`src/rtl/mem_arbiter.sv`:
```
// mem_arbiter: shares one single-ported, fixed-latency memory between instruction fetch (IF)
// and data memory (DM) requesters. Only one access is in flight at a time.
// DM has priority, but alternation under contention keeps IF from starving.
// The owner receives a one-cycle done pulse, and stalls are derived combinationally.
// Optional feature: define MEM_ARB_ALIGN_CHK_EN to reject odd addresses.
// A rejected access skips the memory and pulses err together with the owner's done.
module mem_arbiter #(
  parameter int unsigned LATENCY = 4
) (
  input  logic        clk,
  input  logic        rst,
  input  logic        if_req,
  input  logic [15:0] if_addr,
  output logic [15:0] if_rdata,
  output logic        if_done,
  output logic        if_stall,
  input  logic        dm_req,
  input  logic        dm_wr,
  input  logic [15:0] dm_addr,
  input  logic [15:0] dm_wdata,
  output logic [15:0] dm_rdata,
  output logic        dm_done,
  output logic        dm_stall,
  output logic        mem_en,
  output logic        mem_wr,
  output logic [15:0] mem_addr,
  output logic [15:0] mem_wdata,
  input  logic [15:0] mem_rdata,
  output logic        err
);

  localparam int unsigned CntW = $clog2(LATENCY + 1);
  localparam logic [CntW-1:0] CntInit = CntW'(LATENCY - 1);

  typedef enum logic [1:0] {StIdle, StAccess, StDone} state_e;

  state_e          state_q, state_d;
  logic            owner_dm_q, owner_dm_d;  // 1 = DM owns the current access
  logic            last_dm_q, last_dm_d;    // 1 = DM received the most recent grant
  logic            wr_q, wr_d;
  logic            first_q, first_d;        // first ACCESS cycle, the only one with mem_en
  logic            mis_q, mis_d;            // access rejected as misaligned
  logic [CntW-1:0] cnt_q, cnt_d;
  logic [15:0]     addr_q, addr_d;
  logic [15:0]     wdata_q, wdata_d;
  logic [15:0]     if_rdata_q, if_rdata_d;
  logic [15:0]     dm_rdata_q, dm_rdata_d;
  logic            grant_dm;
  logic [15:0]     sel_addr;

  // DM wins unless it also won last time and IF is waiting.
  assign grant_dm = dm_req & ~(last_dm_q & if_req);
  assign sel_addr = grant_dm ? dm_addr : if_addr;

  // Next-state logic: arbitration, latency countdown and read-data capture.
  always_comb begin
    state_d    = state_q;
    owner_dm_d = owner_dm_q;
    last_dm_d  = last_dm_q;
    wr_d       = wr_q;
    first_d    = first_q;
    mis_d      = mis_q;
    cnt_d      = cnt_q;
    addr_d     = addr_q;
    wdata_d    = wdata_q;
    if_rdata_d = if_rdata_q;
    dm_rdata_d = dm_rdata_q;
    unique case (state_q)
      StIdle: begin
        if (if_req | dm_req) begin
          state_d    = StAccess;
          owner_dm_d = grant_dm;
          last_dm_d  = grant_dm;
          wr_d       = grant_dm & dm_wr;
          addr_d     = sel_addr;
          if (grant_dm) wdata_d = dm_wdata;
          cnt_d      = CntInit;
          first_d    = 1'b1;
`ifdef MEM_ARB_ALIGN_CHK_EN
          mis_d      = sel_addr[0];
`else
          mis_d      = 1'b0;
`endif
        end
      end
      StAccess: begin
        first_d = 1'b0;
        if (mis_q || (cnt_q == '0)) begin
          state_d = StDone;
          if (!mis_q && !wr_q) begin
            if (owner_dm_q) dm_rdata_d = mem_rdata;
            else            if_rdata_d = mem_rdata;
          end
        end else begin
          cnt_d = cnt_q - CntW'(1);
        end
      end
      StDone: begin
        state_d = StIdle;
      end
      default: begin
        state_d = StIdle;
      end
    endcase
  end

  // State register; reset aborts any access in progress.
  always_ff @(posedge clk or posedge rst) begin
    if (rst) begin
      state_q    <= StIdle;
      owner_dm_q <= 1'b0;
      last_dm_q  <= 1'b0;
      wr_q       <= 1'b0;
      first_q    <= 1'b0;
      mis_q      <= 1'b0;
      cnt_q      <= '0;
      addr_q     <= '0;
      wdata_q    <= '0;
      if_rdata_q <= '0;
      dm_rdata_q <= '0;
    end else begin
      state_q    <= state_d;
      owner_dm_q <= owner_dm_d;
      last_dm_q  <= last_dm_d;
      wr_q       <= wr_d;
      first_q    <= first_d;
      mis_q      <= mis_d;
      cnt_q      <= cnt_d;
      addr_q     <= addr_d;
      wdata_q    <= wdata_d;
      if_rdata_q <= if_rdata_d;
      dm_rdata_q <= dm_rdata_d;
    end
  end

  assign mem_en    = (state_q == StAccess) & first_q & ~mis_q;
  assign mem_wr    = mem_en & wr_q;
  assign mem_addr  = addr_q;
  assign mem_wdata = wdata_q;
  assign if_rdata  = if_rdata_q;
  assign dm_rdata  = dm_rdata_q;
  assign if_done   = (state_q == StDone) & ~owner_dm_q;
  assign dm_done   = (state_q == StDone) & owner_dm_q;
  assign if_stall  = if_req & ~if_done;
  assign dm_stall  = dm_req & ~dm_done;
`ifdef MEM_ARB_ALIGN_CHK_EN
  assign err       = (state_q == StDone) & mis_q;
`else
  assign err       = 1'b0;
`endif

endmodule

```
`config.mk`:
```
export PLATFORM = sky130hd
export DESIGN_NAME = mem_arbiter
export DESIGN_NICKNAME = d
export VERILOG_FILES = /design/src/rtl/mem_arbiter.sv
export SDC_FILE = /design/constraint.sdc
export NUM_CORES = 1
export LEC_CHECK = 0
export CAP_MARGIN = 10
export CORE_AREA = 4 4 69 135
export CTS_CLUSTER_DIAMETER = 150
export DETAILED_ROUTE_END_ITERATION = 16
export DIE_AREA = 0 0 73 139
export GPL_TIMING_DRIVEN = 0
export PLACE_DENSITY = 0.87
export SYNTH_ARGS = -nofsm -noshare
export SYNTH_HDL_FRONTEND = slang
export SYNTH_SLANG_ARGS = --single-unit
```
`constraint.sdc`:
```
create_clock -name clk -period 2.4 [get_ports clk]
set_input_delay 0.6 -clock clk [delete_from_list [all_inputs] [get_ports clk]]
set_output_delay 0.6 -clock clk [all_outputs]
set_load 0.05 [all_outputs]
```
* Word-level counts from Yosys, hierarchy flattened
Index checks and enable logic that the tools add are counted.
** Word-level totals
- Register bits after elaboration :: 72
- Input port bits :: 69
- Output and inout bits :: 71
** Cells by class
- Add/subtract/negate cells :: 1
- Equality and inequality tests :: 5
- Mux-type cells :: 9
- Bitwise gates (word level) :: 14
- Reduce and logical (&&, ||, !) cells :: 11
** Operators with widths (number)
- $mux W16 :: 1
- $and A1 B1 Y1 :: 9
- $reduce_and A4 Y1 :: 2
- $mux W3 :: 2
- $ne A2 B2 Y1 const B :: 3
- $pmux W3 S2 :: 1
- $reduce_and A2 Y1 :: 3
- $reduce_and A3 Y1 :: 2
- $mux W2 :: 2
- $not A1 Y1 :: 4
- $pmux W2 S2 :: 1
- $logic_not A3 Y1 :: 1
- $sub A3 B1 Y3 const B :: 1
- $eq A2 B1 Y1 const B :: 1
- $eq A2 B2 Y1 const B :: 1
- $logic_not A2 Y1 :: 1
- $pmux W1 S2 :: 1
- $reduce_bool A2 Y1 :: 1
- $logic_not A1 Y1 :: 1
- $mux W1 :: 1
- $or A1 B1 Y1 :: 1

* Depth between registers and ports, before layout
- Depth in word-level cells :: 4
- Gate-level depth with buffers :: 6

* Least setup slack after synthesis
OpenSTA, ideal clock, no wires.
- Path type :: register to output
- From :: register last_dm_q (netlist name)
- To :: output port if_stall
- Arrival :: 2.200 ns
- Required time :: 1.800 ns
- Setup slack :: -0.400 ns
- Cell stages (with the launch flop) :: 3
- Path through :: dfrtp_1 nor3b_1 nor2b_1
** RTL lines
- end: declaration :: RTL line 16 : output logic if_stall,

* Worst setup path after layout
- From :: input port if_req
- To :: output port if_stall
** Between the ends
- Word-level cells in the longest chain between the ends :: 1
** RTL lines
- start: declaration :: RTL line 12 : input logic if_req,
- $and A1 B1 Y1 :: RTL line 144 : assign if_stall = if_req & ~if_done;
Every way passes these cells.

==> results.cfg <==
[sta]
finalHoldViolations = 0
finalCriticalPeriod_ns = 2.27
fmax_ghz = 0.441
slew_headroom_pct = 47.6
post-route-period-util_pct = 94.5
setup_viol_count_final = 0
final.setup_skew_ns = 0.00627
drv_slew = 0
rsz0062_at_grt = no
fin_hold_ws_ns = 0.504
worst_pin_slew_ns = 0.784

[clock_tree]
cts_hold_buf = 0
clock_sinks = 72
cts_buffers = 9
htreeDepth = 3
clk_pin_slew_ns = 0.06
cts_setup_buffers = 0
cts_tree = done
cts-root-buf = clkbuf_16
clk_latency_ns = 0.32
clock_tree.buffer_depth = 2

[floorplan]
boundaryPins = 140
fp.dieH_um = 139
start_util_pct = 37.4
core-area_um2 = 8290
dieArea_um2 = 10100
die_x_um = 73
row_count = 47

[placement]
portBuffers = 138
dp.cells = 432
hpwl_mm = 6.17
place.gp.congestion = 0.733

[setup_path]
worst-setup-path-type = in -> out
cp-endpoint = if_stall
path_max_fanout = 3
crit_arrival_ns = 1.67
worstRegToRegCells = 6
r2r_slack_ns = 0.51
r2r-start = cnt_q[0]
critical_path.startpoint = if_req
rr_endpoint = if_rdata[9]
required_ns = 1.80
start_kind = primary input
worst_setup_path_end_kind = output port

[status]
status = completed

[global_route]
grt_pass1_vias = 2485
grt_pass1_wl_mm = 12.5
grt_start_max_net_pins = 39
grt_overflow_total = 0
grt_usage_pct = 16.1
antenna_found_initial = 0

[final_layout]
layout_commonest_cell = clkdlybuf4s50_1
utilization_pct = 59.8
antenna_cells = 0
fin_cells = 448
area_growth_pct = 59.9
layout_common_cells = clkdlybuf4s50_1, dfrtp_1, mux2_2
final_nets = 416
drive_above_1_share_pct = 34.3

[routing]
vias_per_cell = 4.79
ant_nets = 0
num_vias = 2145
drt_iter0_drc = 53
wl_mm = 7.92
wl_per_cell_um = 17.7
first_pass_iters = 3
drc = 0

[logic_synthesis]
async_reset_ff_share_pct = 100
netlist_instances = 195
synthesis.area_um2 = 3100
ys_seq_elements = 72
synth_ff_type = dfrtp_1
synth-edff-count = 0
yosys_warnings = 0
synth_cell_types = 34
synth_area_per_cell_um2 = 15.9
syn-num-nets = 266
synth_seq_area_share_pct = 58.1

[flow_run]
maxCapViolCount = 0

[power_and_ir_drop]
pwr-share-comb_pct = 56.4
switching_share_pct = 44.6
leakagePower_nw = 2.13
pwr-share-seq_pct = 26.4
p_clk_share_pct = 17.2
worst_ir_drop_vdd_uv = 894
p_sw_mw = 3.68
power_density_nw_per_um2 = 1670
p_int_mw = 4.58

[worst_hold_path]
hold_path_class = reg -> reg
## cell type report
type	count	area, um2
Fill cell	660	3330
Sequential cell	72	1800
Timing Repair Buffer	139	1400
Multi-Input combinational cell	112	1220
Clock buffer	9	225
Tap cell	98	123
Clock inverter	7	95.1
Buffer	7	68.8
Inverter	4	18.8
## cell families after synthesis
kind of cell,after synthesis,synth area share (%)
buffers and inverters,11,2.70
adder cells (fa/ha/maj),2,0.807
other,1,0.121
flip-flops,72,58.1
AO/OA/AOI/OAI,8,2.10
AND/OR/NAND/NOR,21,4.68
multiplexers,80,31.5
## per-layer routing
layer,global-route usage (%),vias up,part of all wire [%]
met2,28.6,93,56
li1,-,990,-
met1,16.3,1041,35
met5,0,-,0
met4,7.59,0,3.4
met3,5.08,21,6.0
## synth_stat cells, drive strengths merged (2+ instances only)
| cell | number | area (um2) |
|---|---|---|
| nand3b | 2 | 18.8 |
| nand3 | 2 | 10.0 |
| buf | 7 | 68.8 |
| dfrtp | 72 | 1800 |
| mux2 | 80 | 976 |
| nor2b | 3 | 18.8 |
| o21a | 2 | 15.0 |
| inv | 4 | 15.0 |
| or2 | 2 | 12.5 |
| ha | 2 | 25.0 |
| nor2 | 4 | 25.0 |
## through the flow
step                power (mW)  worst slack (ns)  TNS [ns]  cell area (um2)
floorplan                 5.30             0.250         0             3110
global placement          6.76            -0.278     -1.08             4610
detailed placement        6.90            -0.315     -1.42             4630
CTS                       8.35            0.0912         0             4960
global route              8.63            0.0762         0             4960
finish                    8.26             0.132         0             4960
## critical path, stage by stage
cell and delay, ns:
clkdlybuf4s50_1 0.52, nor2b_1 0.15, clkdlybuf4s15_2 0.39
## flip-flops by register name (all words and copies together) (netlist names)
register   count
wr_q           1
state_q        2
if_rdata      16
cnt_q          3
mem_wdata     16
mem_addr      16
last_dm_q      1
dm_rdata      16
first_q        1
## repair_timing
| action | 4_1_cts | 5_1_grt |
|---|---|---|
| gates resized for setup | 14 | 1 |
| pin swaps | 0 | 0 |
| hold endpoints to repair | 0 | 0 |
| endpoints found under the setup margin | 6 | 1 |
## power groups by stage
stage / logic (mW) / registers, mW / clock network [mW]
2_1_floorplan: 1.18 / 4.12 / 0
3_3_place_gp: 4.61 / 2.15 / 0
3_5_place_dp: 4.70 / 2.21 / 0
4_1_cts: 4.71 / 2.19 / 1.45
5_1_grt: 4.84 / 2.27 / 1.52
6_report: 4.66 / 2.18 / 1.42
## worst min path at each step
stage,start,end,depth (start not counted)
2_1_floorplan,cnt_q[1],cnt_q[1],1
3_3_place_gp,cnt_q[1],cnt_q[1],1
3_5_place_dp,if_rdata[1],if_rdata[1],1
4_1_cts,dm_rdata[9],dm_rdata[9],1
5_1_grt,mem_wdata[5],mem_wdata[5],1
6_report,if_rdata[8],if_rdata[8],1
Power figures use the tool's default switching activity.
